<file path="config.mk">
export PLATFORM = sky130hd
export DESIGN_NAME = eu_icon_fetch_flat
export DESIGN_NICKNAME = d
export VERILOG_FILES = /design/src/rtl/eu_icon_fetch_if.sv /design/src/rtl/eu_icon_fetch.sv /design/src/flat_wrapper.sv
export SDC_FILE = /design/constraint.sdc
export NUM_CORES = 1
export LEC_CHECK = 0
export ABC_AREA = 1
export ABC_CLOCK_PERIOD_IN_PS = 2000
export BUFFER_PORTS_ARGS = -buffer_cell sky130_fd_sc_hd__buf_2
export CAP_MARGIN = 20
export CORE_MARGIN = 2
export CORE_UTILIZATION = 43
export DETAILED_ROUTE_END_ITERATION = 6
export PLACE_DENSITY = 0.69
export SLEW_MARGIN = 20
export SYNTH_ARGS = -nofsm -noshare
export SYNTH_HDL_FRONTEND = slang
export SYNTH_SLANG_ARGS = --single-unit
</file>
<file path="constraint.sdc">
create_clock -name clk -period 2 [get_ports clk]
set_input_delay 0.1 -clock clk [delete_from_list [all_inputs] [get_ports clk]]
set_output_delay 0.1 -clock clk [all_outputs]
set_load 0.02 [all_outputs]
</file>
<file path="src/rtl/eu_icon_fetch_if.sv">
// Fetch-path interface for eu_icon_fetch: request intake, cache read port,
// and operand transfer toward the destination unit.
// slave  : view used by the fetch engine itself.
// master : view used by the surrounding logic (requester, cache, destination).
interface eu_icon_fetch_if #(
    parameter int ADDR_W = 8,
    parameter int DATA_W = 16
);
    // request intake
    logic              req_valid_i;
    logic              req_ready_o;
    logic [ADDR_W-1:0] req_addr_i;
    logic              req_tag_i;

    // interconnect read port toward the source cache
    logic [ADDR_W-1:0] icon_raddr_o;
    logic              icon_rvalid_o;
    logic [DATA_W-1:0] icon_rdata_i;
    logic              icon_rsuccess_i;

    // operand transfer toward the destination unit
    logic              tx_valid_o;
    logic              tx_ready_i;
    logic [DATA_W-1:0] tx_data_o;
    logic [ADDR_W-1:0] tx_addr_o;
    logic              tx_tag_o;

    modport slave (
        input  req_valid_i, req_addr_i, req_tag_i,
        input  icon_rdata_i, icon_rsuccess_i,
        input  tx_ready_i,
        output req_ready_o,
        output icon_raddr_o, icon_rvalid_o,
        output tx_valid_o, tx_data_o, tx_addr_o, tx_tag_o
    );

    modport master (
        output req_valid_i, req_addr_i, req_tag_i,
        output icon_rdata_i, icon_rsuccess_i,
        output tx_ready_i,
        input  req_ready_o,
        input  icon_raddr_o, icon_rvalid_o,
        input  tx_valid_o, tx_data_o, tx_addr_o, tx_tag_o
    );
endinterface

</file>
<file path="src/rtl/eu_icon_fetch.sv">
// eu_icon_fetch: fetches one operand at a time from a source exec-unit cache
// over the interconnect, retrying after a fixed idle gap on a miss, and hands
// the result to the destination unit with a valid/ready handshake.
//
// Optional feature: define EU_ICON_FETCH_TIMEOUT_EN to bound the number of
// failed read attempts to MAX_RETRY; the request is then dropped and err_o
// pulses for one cycle. Without the macro a request retries forever and
// err_o is tied low.
//
// All outputs are registered; the FSM sets them on the transition into the
// state that owns them, so each output is valid for the whole cycle.
module eu_icon_fetch #(
    parameter int ADDR_W    = 8,
    parameter int DATA_W    = 16,
    parameter int RETRY_GAP = 2,   // 1..15
    parameter int MAX_RETRY = 15   // 1..255, timeout build only
) (
    input  logic          clk,
    input  logic          reset,
    eu_icon_fetch_if.slave bus,
    output logic          busy_o,
    output logic          err_o
);

    typedef enum logic [1:0] {
        IDLE = 2'd0,
        READ = 2'd1,
        GAP  = 2'd2,
        SEND = 2'd3
    } state_t;

    state_t            state;
    logic [ADDR_W-1:0] addr_q;     // address of the request in flight
    logic              tag_q;      // slot tag of the request in flight
    logic [3:0]        gap_cnt;    // idle cycles left before the next attempt

`ifdef EU_ICON_FETCH_TIMEOUT_EN
    logic [7:0]        retry_cnt;  // failed attempts for the current request
    // True when the miss being handled in READ is the last one allowed.
    logic              retry_exhausted;
    assign retry_exhausted = (retry_cnt == 8'(MAX_RETRY - 1));
`else
    // MAX_RETRY only matters for the timeout build.
    logic              cfg_unused;
    assign cfg_unused = (MAX_RETRY != 0);
`endif

    // Fetch FSM with all outputs registered alongside the state.
    always_ff @(posedge clk) begin
        if (reset) begin
            state             <= IDLE;
            addr_q            <= '0;
            tag_q             <= 1'b0;
            gap_cnt           <= '0;
`ifdef EU_ICON_FETCH_TIMEOUT_EN
            retry_cnt         <= '0;
`endif
            bus.req_ready_o   <= 1'b1;
            bus.icon_rvalid_o <= 1'b0;
            bus.icon_raddr_o  <= '0;
            bus.tx_valid_o    <= 1'b0;
            bus.tx_data_o     <= '0;
            bus.tx_addr_o     <= '0;
            bus.tx_tag_o      <= 1'b0;
            busy_o            <= 1'b0;
            err_o             <= 1'b0;
        end else begin
            // err_o is a single-cycle pulse; only the abort path raises it.
            err_o <= 1'b0;

            unique case (state)
                IDLE: begin
                    if (bus.req_valid_i) begin
                        addr_q            <= bus.req_addr_i;
                        tag_q             <= bus.req_tag_i;
`ifdef EU_ICON_FETCH_TIMEOUT_EN
                        retry_cnt         <= '0;
`endif
                        state             <= READ;
                        bus.req_ready_o   <= 1'b0;
                        busy_o            <= 1'b1;
                        bus.icon_rvalid_o <= 1'b1;
                        bus.icon_raddr_o  <= bus.req_addr_i;
                    end
                end

                READ: begin
                    // A read attempt lasts exactly one cycle.
                    bus.icon_rvalid_o <= 1'b0;
                    bus.icon_raddr_o  <= '0;
                    if (bus.icon_rsuccess_i) begin
                        // tx_* are only written here so they hold between transfers.
                        bus.tx_data_o  <= bus.icon_rdata_i;
                        bus.tx_addr_o  <= addr_q;
                        bus.tx_tag_o   <= tag_q;
                        bus.tx_valid_o <= 1'b1;
                        state          <= SEND;
                    end else begin
`ifdef EU_ICON_FETCH_TIMEOUT_EN
                        retry_cnt <= retry_cnt + 8'd1;
                        if (retry_exhausted) begin
                            // Give up: drop the request without any transfer.
                            state           <= IDLE;
                            bus.req_ready_o <= 1'b1;
                            busy_o          <= 1'b0;
                            err_o           <= 1'b1;
                        end else begin
                            state   <= GAP;
                            gap_cnt <= 4'(RETRY_GAP);
                        end
`else
                        state   <= GAP;
                        gap_cnt <= 4'(RETRY_GAP);
`endif
                    end
                end

                GAP: begin
                    // Leaving when the count hits zero gives RETRY_GAP idle cycles.
                    gap_cnt <= gap_cnt - 4'd1;
                    if (gap_cnt == 4'd1) begin
                        state             <= READ;
                        bus.icon_rvalid_o <= 1'b1;
                        bus.icon_raddr_o  <= addr_q;
                    end
                end

                SEND: begin
                    if (bus.tx_ready_i) begin
                        // Return to IDLE; the next accept is a cycle later.
                        bus.tx_valid_o  <= 1'b0;
                        state           <= IDLE;
                        bus.req_ready_o <= 1'b1;
                        busy_o          <= 1'b0;
                    end
                end

                default: begin
                    state           <= IDLE;
                    bus.req_ready_o <= 1'b1;
                    busy_o          <= 1'b0;
                end
            endcase
        end
    end

    // Read strobe only ever appears while in READ.
    a_rvalid_in_read: assert property (@(posedge clk) disable iff (reset)
        bus.icon_rvalid_o |-> (state == READ));

    // Transfer valid tracks the SEND state exactly.
    a_txvalid_in_send: assert property (@(posedge clk) disable iff (reset)
        bus.tx_valid_o == (state == SEND));

    // Ready and busy are always complementary.
    a_ready_busy: assert property (@(posedge clk) disable iff (reset)
        bus.req_ready_o != busy_o);

endmodule

</file>
<file path="src/flat_wrapper.sv">
// flat-port wrapper written by rule: the top's interface ports become plain ports
module eu_icon_fetch_flat 
#(
    parameter int ADDR_W    = 8,
    parameter int DATA_W    = 16,
    parameter int RETRY_GAP = 2,           
    parameter int MAX_RETRY = 15                                
)
  (clk, reset, busy_o, err_o, bus_req_valid_i, bus_req_addr_i, bus_req_tag_i, bus_icon_rdata_i, bus_icon_rsuccess_i, bus_tx_ready_i, bus_req_ready_o, bus_icon_raddr_o, bus_icon_rvalid_o, bus_tx_valid_o, bus_tx_data_o, bus_tx_addr_o, bus_tx_tag_o);
  eu_icon_fetch_if #(.ADDR_W(ADDR_W), .DATA_W(DATA_W)) bus_i ();
  input  logic clk;
  input  logic reset;
  output logic busy_o;
  output logic err_o;
  input wire logic [$bits(bus_i.req_valid_i)-1:0] bus_req_valid_i;
  input wire logic [$bits(bus_i.req_addr_i)-1:0] bus_req_addr_i;
  input wire logic [$bits(bus_i.req_tag_i)-1:0] bus_req_tag_i;
  input wire logic [$bits(bus_i.icon_rdata_i)-1:0] bus_icon_rdata_i;
  input wire logic [$bits(bus_i.icon_rsuccess_i)-1:0] bus_icon_rsuccess_i;
  input wire logic [$bits(bus_i.tx_ready_i)-1:0] bus_tx_ready_i;
  output wire logic [$bits(bus_i.req_ready_o)-1:0] bus_req_ready_o;
  output wire logic [$bits(bus_i.icon_raddr_o)-1:0] bus_icon_raddr_o;
  output wire logic [$bits(bus_i.icon_rvalid_o)-1:0] bus_icon_rvalid_o;
  output wire logic [$bits(bus_i.tx_valid_o)-1:0] bus_tx_valid_o;
  output wire logic [$bits(bus_i.tx_data_o)-1:0] bus_tx_data_o;
  output wire logic [$bits(bus_i.tx_addr_o)-1:0] bus_tx_addr_o;
  output wire logic [$bits(bus_i.tx_tag_o)-1:0] bus_tx_tag_o;
  assign bus_i.req_valid_i = bus_req_valid_i;
  assign bus_i.req_addr_i = bus_req_addr_i;
  assign bus_i.req_tag_i = bus_req_tag_i;
  assign bus_i.icon_rdata_i = bus_icon_rdata_i;
  assign bus_i.icon_rsuccess_i = bus_icon_rsuccess_i;
  assign bus_i.tx_ready_i = bus_tx_ready_i;
  assign bus_req_ready_o = bus_i.req_ready_o;
  assign bus_icon_raddr_o = bus_i.icon_raddr_o;
  assign bus_icon_rvalid_o = bus_i.icon_rvalid_o;
  assign bus_tx_valid_o = bus_i.tx_valid_o;
  assign bus_tx_data_o = bus_i.tx_data_o;
  assign bus_tx_addr_o = bus_i.tx_addr_o;
  assign bus_tx_tag_o = bus_i.tx_tag_o;
  eu_icon_fetch #(.ADDR_W(ADDR_W), .DATA_W(DATA_W), .RETRY_GAP(RETRY_GAP), .MAX_RETRY(MAX_RETRY)) u_core (.clk(clk), .reset(reset), .bus(bus_i), .busy_o(busy_o), .err_o(err_o));
endmodule
</file>
# ---- Yosys cells after proc, flatten, opt, wreduce, memory -nomap -nowiden
# Index checks and enable logic that the tools add are counted.
dict set report totals {
  ff_bits 52
  latchBits 0
  mem_bits_rw 0
  mem_bits_ro 0
  input_bits 30
  out_inout_bits 38
  wordCells 54
  memories 0
}
dict set report op_classes {
  addsub 1
  multipliers 0
  div_mod_pow 0
  n_lt_le_gt_ge 0
  eq_ne 9
  shift 0
  mux 20
  bitwise 0
  reduce_logical 12
}
# op n
set op_table {}
lappend op_table {{$pmux 8 s3} 1}
lappend op_table {{$mux 8} 2}
lappend op_table {{$reduce_and 3->1} 4}
lappend op_table {{$ne 2x2->1 const B} 4}
lappend op_table {{$pmux 2 s4} 1}
lappend op_table {{$pmux 4 s2} 1}
lappend op_table {{$mux 1} 7}
lappend op_table {{$mux 2} 3}
lappend op_table {{$pmux 1 s2} 3}
lappend op_table {{$reduce_and 2->1} 3}
lappend op_table {{$reduce_bool 2->1} 3}
lappend op_table {{$eq 2x2->1 const B} 2}
lappend op_table {{$eq 4x1->1 const B} 1}
lappend op_table {{$mux 4} 1}
lappend op_table {{$sub 4x1->4 const B} 1}
lappend op_table {{$pmux 1 s3} 1}
lappend op_table {{$reduce_bool 3->1} 1}
lappend op_table {{$eq 2x1->1 const B} 1}
lappend op_table {{$logic_not 2->1} 1}
lappend op_table {{$ne 2x1->1 const B} 1}

# ---- Longest topological paths before layout
# Gate-level depths: netlist of run 1.
dict set report depth {
  depth_word 3
  ltp_mapped 10
  mapped_depth_nobuf 9
}

# ---- Least setup slack after synthesis of run 1
# No wires, ideal clock.
dict set report synth_timing {
  kind {register -> register}
  from {reg u_core.state[0]}
  to {reg u_core.gap_cnt[3]}
  setup_ns 0.113
  arrival_time_ns 1.382
  required_ns 1.887
  slack_ns 0.505
  path_stages_with_launch 8
  path_buffers 1
  period_less_slack_ns 1.495
  cell_sequence {dfxtp_1 inv_1 ha_1 buf_2 nand2_1 or2_2 nand3_1 nor2_1}
}
dict set report synth_between {
  elab_chain_len 3
  elab_cells_between_ends 6
  cone_classes {eq/ne: 3; mux: 1; reduce/logical: 2}
}
# element line
set synth_lines {}
lappend synth_lines {{start: declaration} eu_icon_fetch.sv:32} ;# state_t state;
lappend synth_lines {{start signal: assignment} eu_icon_fetch.sv:51} ;# state <= IDLE;
lappend synth_lines {{start signal: assignment} eu_icon_fetch.sv:79} ;# state <= READ;
lappend synth_lines {{start signal: assignment} eu_icon_fetch.sv:97} ;# state <= SEND;
lappend synth_lines {{$eq 2x1->1 / $eq 2x2->1 (equally long branches)} eu_icon_fetch.sv:71} ;# unique case (state)
lappend synth_lines {{$ne 2x2->1 (no source line) / $reduce_bool 2->1 (equally long branches)} n/a}
lappend synth_lines {{$reduce_and 2->1 (no source line)} n/a}
lappend synth_lines {{end signal: assignment} eu_icon_fetch.sv:113} ;# gap_cnt <= 4'(RETRY_GAP);
lappend synth_lines {{end signal: assignment} eu_icon_fetch.sv:120} ;# gap_cnt <= gap_cnt - 4'd1;
lappend synth_lines {{end: declaration} eu_icon_fetch.sv:35} ;# logic [3:0] gap_cnt;
# Parallel ways exist; a longest one is shown, timed or not.
# A chain may end at the register's enable or synchronous reset.

# ---- Final worst setup path of run 1
dict set report layout_timing {
  from {reg u_core.state[1]}
  to {reg u_core.gap_cnt[3]}
}
# The elaborated chain is that of the path after synthesis.

==> results of run 1 <==
## per-stage QoR
step	area (µm²)	power, mW	std cells
after global placement	2610	3.56	438
after detailed placement	2610	3.60	438
after floorplan	2220	3.11	311
after global routing	2690	4.55	445
after CTS	2690	4.18	445
final	2690	4.14	445
## kinds of logic after synthesis
kind of cell	after synthesis	synth area share [%]
buf+inv	37	7.33
simple gates	162	29.2
other cells	1	0.169
fa+ha+maj	7	3.95
compound gates	51	12.0
flops	52	46.9
xor+xnor	1	0.395
## worst reg2reg max path, delay by kind of cell (launching register included)
family / cells / cell delay, ps
simple gates: 4 / 630
fa+ha+maj: 1 / 490
buf+inv: 1 / 110
flops: 1 / 390
## sequential cells by signal, summed over array words and instances, names as in the netlist
| name | count |
|---|---|
| u_core.addr_q | 8 |
| u_core.bus.icon_raddr_o | 8 |
| u_core.bus.icon_rvalid_o | 1 |
| u_core.bus.req_ready_o | 1 |
| u_core.bus.tx_addr_o | 8 |
| u_core.bus.tx_data_o | 16 |
| u_core.bus.tx_tag_o | 1 |
| u_core.bus.tx_valid_o | 1 |
| u_core.busy_o | 1 |
| u_core.gap_cnt | 4 |
| u_core.state | 2 |
| u_core.tag_q | 1 |
## layer usage
metal	global-route usage (%)	vias to the layer above
met5	0	-
met4	5.26	0
met3	4.50	4
met2	30.6	46
met1	23.8	907
li1	-	1108
## worst paths after layout
kind,end,cells past startpoint,start
min reg2reg,u_core.busy_o,2,u_core.busy_o
max,u_core.gap_cnt[3],6,u_core.state[1]
max reg2reg,u_core.gap_cnt[3],6,u_core.state[1]
min,u_core.busy_o,2,reset
## power by group through the flow
stage / clock, mW / sequential [mW] / combinational (mW)
2_1_floorplan: 0 / 1.78 / 1.33
3_3_place_gp: 0 / 1.54 / 2.02
3_5_place_dp: 0 / 1.55 / 2.05
4_1_cts: 0.596 / 1.53 / 2.05
5_1_grt: 0.642 / 1.56 / 2.34
6_report: 0.579 / 1.52 / 2.04
## cells in the mapped netlist (2+ instances only)
library cell  number
dfxtp_1           52
nor2_1            88
a21oi_1           14
nand2_1           46
clkinv_1           2
buf_2              6
nand2_2            2
o21ai_0           36
inv_1             21
buf_4              2
nand3_1           22
ha_1               7
nor3_1             2
clkbuf_1           4
## area by class of cell
type | instances | area, µm²
well taps | 70 | 87.6
multi-input cells | 222 | 1010
inverters | 23 | 86.3
repair buffers | 71 | 380
clock buffers | 5 | 68.8
flip-flops and latches | 52 | 1040
fillers | 516 | 2350
clock inverters | 2 | 12.5
==> summary.md, run 1 <==
| Metric | Value |
|---|---|
| Status | `finished clean` |
| Yosys warning count | `0` |
| Min cycle time layout | `roughly 1700 ps` |
| Antenna violations before repair | `0` |
| Crit path arrival time | `about 1900 ps` |
| Number of synthesized flops with an enable pin | `0` |
| Post-DR vias/cell | `about 4.6` |
| H-Tree Depth | `2` |
| Core area | `approximately 5000 µm²` |
| Synth-to-Final Area Change | `21.3%` |
| Vias in the first global route | `about 1,800` |
| Post-Syn Instances | `between 300 and 400` |
| Final WL | `just over 5000 µm` |
| CTS Hold Bufs | `0` |
| Post-synth top area share | `between 40 and 50%` |
| Crit path kind | `reg2reg` |
| Commonest non-fill, non-tap cell in the layout | `nor2_1` |
| Slew Limit Fails | `0` |
| Peak Freq | `approximately 0.59 GHz` |
| CTS Buf Count | `5` |
| Hold Path Class | `in2reg` |
| Vias post-DR | `roughly 2,100` |
| Register area share after synthesis | `46.9%` |
| Die span in y | `roughly 76 µm` |
| Die X | `around 76 µm` |
| Total die area | `about 5700 µm²` |
| Power share of the sequential group | `36.7%` |
| P_sw | `around 1.8 mW` |
| Ports | `between 60 and 70` |
| Leak pwr | `1.33 nW` |
| # DRC | `0` |
| Clock Sinks | `52` |
| Port Buf Inserts | `66` |
| Final setup violation count | `0` |
| Setup TNS | `0 ps` |
| Final GP Congestion | `0.846` |
| Largest cells by area after synthesis | `dfxtp_1 47%, nor2_1 15%, o21ai_0 8.1%` |
| DR top layer | `met4` |
| Clock transition at path regs | `about 90 ps` |
| First-pass GRT wire length | `8010 µm` |
| Peak VDD IR | `~900 µV` |
| Flops & latches, synth | `52` |
| Most frequent cells in the layout | `88 x nor2_1, 66 x buf_2, 52 x dfxtp_1` |
| CTS root buf | `clkbuf_8` |
| WHS | `just under 10 ps` |
| Ys async rst share | `0%` |
| Setup WS pre-CTS | `314 ps` |
| CP max stage cell | `ha_1` |
| Postcts setup bufs | `0` |
| Maximum buffer depth of the clock tree | `2` |
| Routed length per instance | `approximately 11 µm` |
| Pin count of the biggest net entering global routing | `approximately 40` |
| Antenna viol nets, final | `0` |
| Diode count | `0` |
| RSZ-0062 raised after global routing | `false` |
| M1 WL | `2360 µm` |
| PostCTS Resize Cnt | `0` |
| CP top delay family | `simple AND/OR/NAND/NOR gates` |
| Met2 routed WL | `2380 µm` |
| Worst Setup Start Kind | `register` |
| Tcrit/Tclk final | `between 80% and 90%` |
| Post-Route Skew | `about 7.5 ps` |
| Initial core utilization | `between 40 and 50%` |
| Sw Share | `approximately 45%` |
| Power per cell area | `about 1500 nW/µm²` |
| Iter 0 DRT Violations | `roughly 130` |
| Global-route usage over all layers | `~18%` |
| Internal | `between 2 and 2.5 mW` |
| Final Util | `53.4%` |
| Worst-path fanout max | `10` |
| CTS tree | `yes` |
| WP data required | `~2200 ps` |
| Worst path max stage delay | `490 ps` |
| Proportion of layout cells with a drive suffix above 1 | `between 20% and 30%` |
| Clk network pwr share | `between 10 and 15%` |
| DP HPWL | `between 3000 and 4000 µm` |
| Total grt overflow | `0` |
| Netlist area before placement | `roughly 2200 µm²` |
| Library cells used by synthesis | `21` |
| Main flop type after synthesis | `dfxtp_1` |
| Mapped Avg Cell Area | `just over 7 µm²` |
| Final Hold Fails | `0` |
| Buf/Inv on CP | `1` |
| Met3 WL | `~250 µm` |
| CP endpoint kind | `register` |
| FF-to-FF setup slack | `290 ps` |
| Syn Nets | `roughly 350` |
| TritonRoute pass-1 iters | `4` |
| Maxcap violations | `0` |
| Clock Latency Late Sink | `300 ps` |
| Final worst slack | `between 200 and 300 ps` |
| Logic pwr share | `about half` |
| Crit-path cells | `inv_1, ha_1, nand2_1, or2_2, nand3_1, nor2_1` |
| Row cnt | `26` |
| Final net count | `about 410` |
| Largest area contributor in the netlist | `dfxtp_1` |
(Power assumes the default switching activity.)
==> inputs of run 2 (changes only) <==
--- a/config.mk
+++ b/config.mk
@@ -7,12 +7,11 @@
 export LEC_CHECK = 0
 export ABC_AREA = 1
 export ABC_CLOCK_PERIOD_IN_PS = 2000
-export BUFFER_PORTS_ARGS = -buffer_cell sky130_fd_sc_hd__buf_2
 export CAP_MARGIN = 20
 export CORE_MARGIN = 2
 export CORE_UTILIZATION = 43
 export DETAILED_ROUTE_END_ITERATION = 6
-export PLACE_DENSITY = 0.69
+export DONT_BUFFER_PORTS = 1
 export SLEW_MARGIN = 20
 export SYNTH_ARGS = -nofsm -noshare
 export SYNTH_HDL_FRONTEND = slang
==> run 2 against run 1 <==
  * Worst setup slack got worse by 4.0 ps
  * Sequential share of layout area rose by 0.98 points
  * Utilization fell by 1.3 points
  * Non-clock buffer count fell by 39
  * Critical path depth did not move
  * Wire length rose by 2.4%
  * Via count fell by 5.6%
  * Maximum frequency fell by 0.23%
  * Combinational power fell by 21%
  * Die area did not move
  * Total power fell by 3.6%
  * Largest cell class unchanged
==> summary.md, run 2 (synthesis results as in run 1) <==
| Metric | Value |
|---|---|
| Critical Path Start | `u_core.state[0]` |
| Iter 0 DRT Violations | `143 (+7.5%)` |
| Post-Route Skew | `6.38 ps (-1.08 ps)` |
| Largest register FFs | `16 (unchanged)` |
| PostCTS Resize Cnt | `0 (unchanged)` |
| First-pass GRT wire length | `8450 µm (+5.5%)` |
| Hold Path Class | `in2reg` |
| WHS | `49.5 ps (+39.8 ps)` |
| Ports | `68 (unchanged)` |
| Port Buf Inserts | `0 (-100%)` |
| Largest reg by FF count | `u_core.bus.tx_data_o` |
| Final Hold Fails | `0 (unchanged)` |
| Vias in the first global route | `1,786 (-0.056%)` |
| Power per cell area | `1520 nW/µm² (-1.2%)` |
| Row cnt | `26 (unchanged)` |
| Total die area | `5750 µm² (unchanged)` |
| Global-route usage over all layers | `19.5% (+1.1 points)` |
| Placed cells | `373 (-15%)` |
| Clock Sinks | `52 (unchanged)` |
| Die span in y | `75.8 µm (unchanged)` |
| Crit path kind | `reg2reg` |
| Diode count | `0 (unchanged)` |
| Final std cells w/o fill | `406 (-8.8%)` |
| Total grt overflow | `0 (unchanged)` |
| Final GP Congestion | `0.828 (-2.1%)` |
| Cells on worst reg2reg path | `6 (unchanged)` |
| CTS root buf | `clkbuf_8` |
| CTS Hold Bufs | `26 (+26)` |
| Peak Freq | `0.584 GHz (-0.23%)` |
| Worst-path fanout max | `10 (unchanged)` |
| CTS Buf Count | `5 (unchanged)` |
| Slew Limit Fails | `0 (unchanged)` |
| # DRC | `0 (unchanged)` |
| Worst setup path endpoint | `u_core.gap_cnt[3]` |
| Postcts setup bufs | `0 (unchanged)` |
| Maxcap violations | `0 (unchanged)` |
| Maximum buffer depth of the clock tree | `2 (unchanged)` |
| Core area | `5040 µm² (unchanged)` |
| CP endpoint kind | `register` |
| Final net count | `373 (-9.5%)` |
| FILL cells | `535 (+3.7%)` |
| WP data required | `2210 ps (about the same)` |
| Final setup violation count | `0 (unchanged)` |
| Synth-to-Final Area Change | `18.3%` |
| Clock Latency Late Sink | `310 ps (about the same)` |
| Antenna viol nets, final | `0 (unchanged)` |
| Commonest non-fill, non-tap cell in the layout | `nor2_1` |
| Reg2reg end | `u_core.gap_cnt[3]` |
| Tcrit/Tclk final | `85.6% (+0.20 points)` |
| Setup TNS | `0 ps (unchanged)` |
| Pin count of the biggest net entering global routing | `36 (-12%)` |
| H-Tree Depth | `2 (unchanged)` |
| CTS tree | `yes` |
| Worst Setup Start Kind | `register` |
| Proportion of layout cells with a drive suffix above 1 | `5.06% (-17 points)` |
| Initial core utilization | `44.0% (unchanged)` |
| Most frequent cells in the layout | `88 x nor2_1, 52 x dfxtp_1, 46 x nand2_1` |
| Vias post-DR | `1,949 (-5.6%)` |
| RSZ-0062 raised after global routing | `false` |
| Antenna violations before repair | `0 (unchanged)` |
| Clock transition at path regs | `90 ps (about the same)` |
| Leak pwr | `1.14 nW (-14%)` |
| FF-to-FF Start | `u_core.state[0]` |
| DP HPWL | `3390 µm (-5.4%)` |
| Tot Pwr | `4.00 mW (-3.6%)` |
| TritonRoute pass-1 iters | `4 (unchanged)` |
| Post-DR vias/cell | `4.80 (+3.4%)` |
| FF-to-FF setup slack | `290 ps (about the same)` |
| Status | `finished clean` |
| Peak VDD IR | `700 µV (-21%)` |
| Crit path arrival time | `1920 ps (about the same)` |
| Die X | `75.8 µm (unchanged)` |
| Final WL | `5160 µm (+2.4%)` |
| Routed length per instance | `12.7 µm (+12%)` |
| Min cycle time layout | `1710 ps (+3.98 ps)` |
run 2: cell count changes in the layout (fill, tap and decap cells not counted):
cell	previous run	this run
buf_4	4	5
buf_2	66	0
clkbuf_1	0	1
clkinvlp_4	1	0
dlygate4sd3_1	0	26
run 2: area by class of cell:
class | count | area (µm²) | area share (%)
Sequential cell | 52 | 1040 | 39.7
Multi-Input combinational cell | 222 | 1010 | 38.7
Timing Repair Buffer | 32 | 318 | 12.1
Tap cell | 70 | 87.6 | 3.34
Inverter | 23 | 86.3 | 3.29
Clock buffer | 6 | 72.6 | 2.76
Clock inverter | 1 | 5.00 | 0.191
run 2: power by group:
group / total (mW) / leakage, nW / switching, mW / internal, mW
Clock: 0.576 / 0.0410 / 0.337 / 0.239
Sequential: 1.81 / 0.428 / 0.456 / 1.35
Combinational: 1.61 / 0.670 / 1.01 / 0.601
Total: 4.00 / 1.14 / 1.80 / 2.19
run 2: metal layers:
metal / vias to the layer above / track usage [%] / part of all wire (%) / routed length, µm
li1: 1026 / - / - / -
met1: 872 / 23.8 / 43 / 2230
met2: 42 / 32.8 / 50 / 2600
met3: 9 / 5.42 / 5.0 / 256
met4: 0 / 7.21 / 1.5 / 79
met5: - / 0 / 0 / 0
run 2: critical path: stages (launching register included):
cell	delay [ps]
dfxtp_1	390
inv_1	100
ha_1	490
nand2_1	200
or2_2	300
nand3_1	80
nor2_1	40
run 2: through the flow:
stage                     cell area (µm²)  setup WS [ps]  utilization, %
after detailed placement             2290            312            45.4
after CTS                            2630            292            52.1
after global routing                 2630            121            52.1
after floorplan                      2220            505               -
after global placement               2290            369            45.4
final                                2630            289            52.1
run 2: worst min path at each step:
stage                    from                    end  slack, ps  cells past startpoint
6_report       bus_tx_ready_i  u_core.bus.tx_valid_o         50                      3
5_1_grt        bus_tx_ready_i  u_core.bus.tx_valid_o        110                      3
4_1_cts        bus_tx_ready_i  u_core.bus.tx_valid_o         50                      3
3_5_place_dp            reset      u_core.gap_cnt[0]        170                      1
3_3_place_gp            reset          u_core.busy_o        170                      1
2_1_floorplan           reset          u_core.busy_o        170                      1
==> inputs of run 3 (changes only) <==
--- a/config.mk
+++ b/config.mk
@@ -10,6 +10,7 @@
 export CAP_MARGIN = 20
 export CORE_MARGIN = 2
 export CORE_UTILIZATION = 43
+export CTS_BUF_LIST = sky130_fd_sc_hd__clkbuf_8
 export DETAILED_ROUTE_END_ITERATION = 6
 export DONT_BUFFER_PORTS = 1
 export SLEW_MARGIN = 20
==> run 3 against run 2 <==
  * Sequential share of layout area did not move
  * Via count grew 0.10%
  * First-iteration DRC count down 13%
  * Maximum frequency hardly changed
  * Critical path depth unchanged
  * Utilization unchanged
  * Total power fell by 0.15%
  * Worst hold slack better by 0.58 ps
  * Critical path type unchanged
==> summary.md, run 3 (synthesis results as in run 1) <==
| Metric | Value |
|---|---|
| Status | `finished clean` |
| Final net count | `373 (unchanged)` |
| Iter 0 DRT Violations | `125 (-13%)` |
| Crit path kind | `reg2reg` |
| Post-Route Skew | `6.42 ps (+0.0402 ps)` |
| H-Tree Depth | `2 (unchanged)` |
| Ports | `68 (unchanged)` |
| CTS tree | `yes` |
| Largest reg by FF count | `u_core.bus.tx_data_o` |
| Maxcap violations | `0 (unchanged)` |
| CTS Buf Count | `5 (unchanged)` |
| Tcrit/Tclk final | `85.6% (about the same)` |
| Port Buf Inserts | `0 (unchanged)` |
| Total die area | `5750 µm² (unchanged)` |
| Hold Path Class | `in2reg` |
| Slew Limit Fails | `0 (unchanged)` |
| FF-to-FF setup slack | `290 ps (about the same)` |
| Antenna viol nets, final | `0 (unchanged)` |
| Clock Latency Late Sink | `300 ps (about the same)` |
| Setup TNS | `0 ps (unchanged)` |
| Proportion of layout cells with a drive suffix above 1 | `5.06% (unchanged)` |
| Final WL | `5160 µm (about the same)` |
| Clock Sinks | `52 (unchanged)` |
| Worst-path fanout max | `10 (unchanged)` |
| Final GP Congestion | `0.828 (unchanged)` |
| Antenna violations before repair | `0 (unchanged)` |
| TritonRoute pass-1 iters | `4 (unchanged)` |
| Routed length per instance | `12.7 µm (about the same)` |
| Power per cell area | `1520 nW/µm² (-0.15%)` |
| Total grt overflow | `0 (unchanged)` |
| Setup WS pre-CTS | `312 ps (unchanged)` |
| Crit path arrival time | `1920 ps (about the same)` |
| Post-DR vias/cell | `4.81 (+0.10%)` |
| First-pass GRT wire length | `8450 µm (unchanged)` |
| DP HPWL | `3390 µm (unchanged)` |
| Leak pwr | `1.14 nW (+0.36%)` |
| Pin count of the biggest net entering global routing | `36 (unchanged)` |
| Commonest non-fill, non-tap cell in the layout | `nor2_1` |
| Die span in y | `75.8 µm (unchanged)` |
| Global-route usage over all layers | `19.5% (unchanged)` |
| Die X | `75.8 µm (unchanged)` |
| Peak VDD IR | `700 µV (about the same)` |
| Core area | `5040 µm² (unchanged)` |
| RSZ-0062 raised after global routing | `false` |
| Vias in the first global route | `1,786 (unchanged)` |
| Clock transition at path regs | `90 ps (about the same)` |
| Synth-to-Final Area Change | `18.3% (unchanged)` |
| # DRC | `0 (unchanged)` |
| Final worst slack | `289 ps (+0.00700 ps)` |
| Largest register FFs | `16 (unchanged)` |
| Final setup violation count | `0 (unchanged)` |
| Worst Setup Start Kind | `register` |
| Maximum buffer depth of the clock tree | `2 (unchanged)` |
| WP data required | `2200 ps (about the same)` |
| CTS root buf | `clkbuf_8` |
| Row cnt | `26 (unchanged)` |
| Diode count | `0 (unchanged)` |
| Final Hold Fails | `0 (unchanged)` |
| Peak Freq | `0.584 GHz (about the same)` |
| Postcts setup bufs | `0 (unchanged)` |
| Most frequent cells in the layout | `88 x nor2_1, 52 x dfxtp_1, 46 x nand2_1` |
| Vias post-DR | `1,951 (+0.10%)` |
| Min cycle time layout | `1710 ps (-0.00700 ps)` |
| CP endpoint kind | `register` |
| Initial core utilization | `44.0% (unchanged)` |
-- run 3: cell count changes in the layout (fill, tap and decap cells not counted) --
cell,before,now
clkbuf_1,1,0
inv_1,21,22
-- run 3: per-stage QoR --
step	power (mW)	hold slack, ps	area (µm²)	utilization [%]	cells
global route	4.39	108	2630	52.1	406
floorplan	3.11	169	2220	-	311
detailed placement	3.42	174	2290	45.4	373
finish	3.99	50.1	2630	52.1	406
global placement	3.38	172	2290	45.4	373
CTS	4.03	52.5	2630	52.1	406
-- run 3: path summary, 6_finish.rpt --
check                  start                     to  depth (start not counted)
max          u_core.state[0]      u_core.gap_cnt[3]                          6
min           bus_tx_ready_i  u_core.bus.tx_valid_o                          3
max reg2reg  u_core.state[0]      u_core.gap_cnt[3]                          6
min reg2reg     u_core.tag_q           u_core.tag_q                          2
-- run 3: layout make-up --
| cell class | count | area [µm²] |
|---|---|---|
| clock buffer | 5 | 68.8 |
| clock inverter | 2 | 8.76 |
| fill | 535 | 2420 |
| inverter | 23 | 86.3 |
| multi-input combinational | 222 | 1010 |
| sequential | 52 | 1040 |
| tap | 70 | 87.6 |
| timing repair buffer | 32 | 318 |
-- run 3: routing by layer --
metal / part of all wire [%] / routed length, µm / track usage [%]
met1: 42 / 2170 / 23.8
met2: 51 / 2620 / 32.8
met3: 5.7 / 296 / 5.42
met4: 1.5 / 76 / 7.21
met5: 0 / 0 / 0
-- run 3: worst max-delay path, cell delays in order, from the launching register on --
cell and delay [ps]:
dfxtp_1 390, inv_1 100, ha_1 490, nand2_1 200, or2_2 300, nand3_1 80, nor2_1 40
-- run 3: report_power, final --
part	switching [mW]	total [mW]	internal [mW]	leakage (nW)
Sequential	0.455	1.81	1.35	0.428
Combinational	1.01	1.61	0.601	0.670
Clock	0.336	0.570	0.234	0.0452
-- run 3: repair_timing --
action                                 CTS  global route
gates resized for setup                  0             0
endpoints found under the hold margin   29             0
hold buffers                            26             0
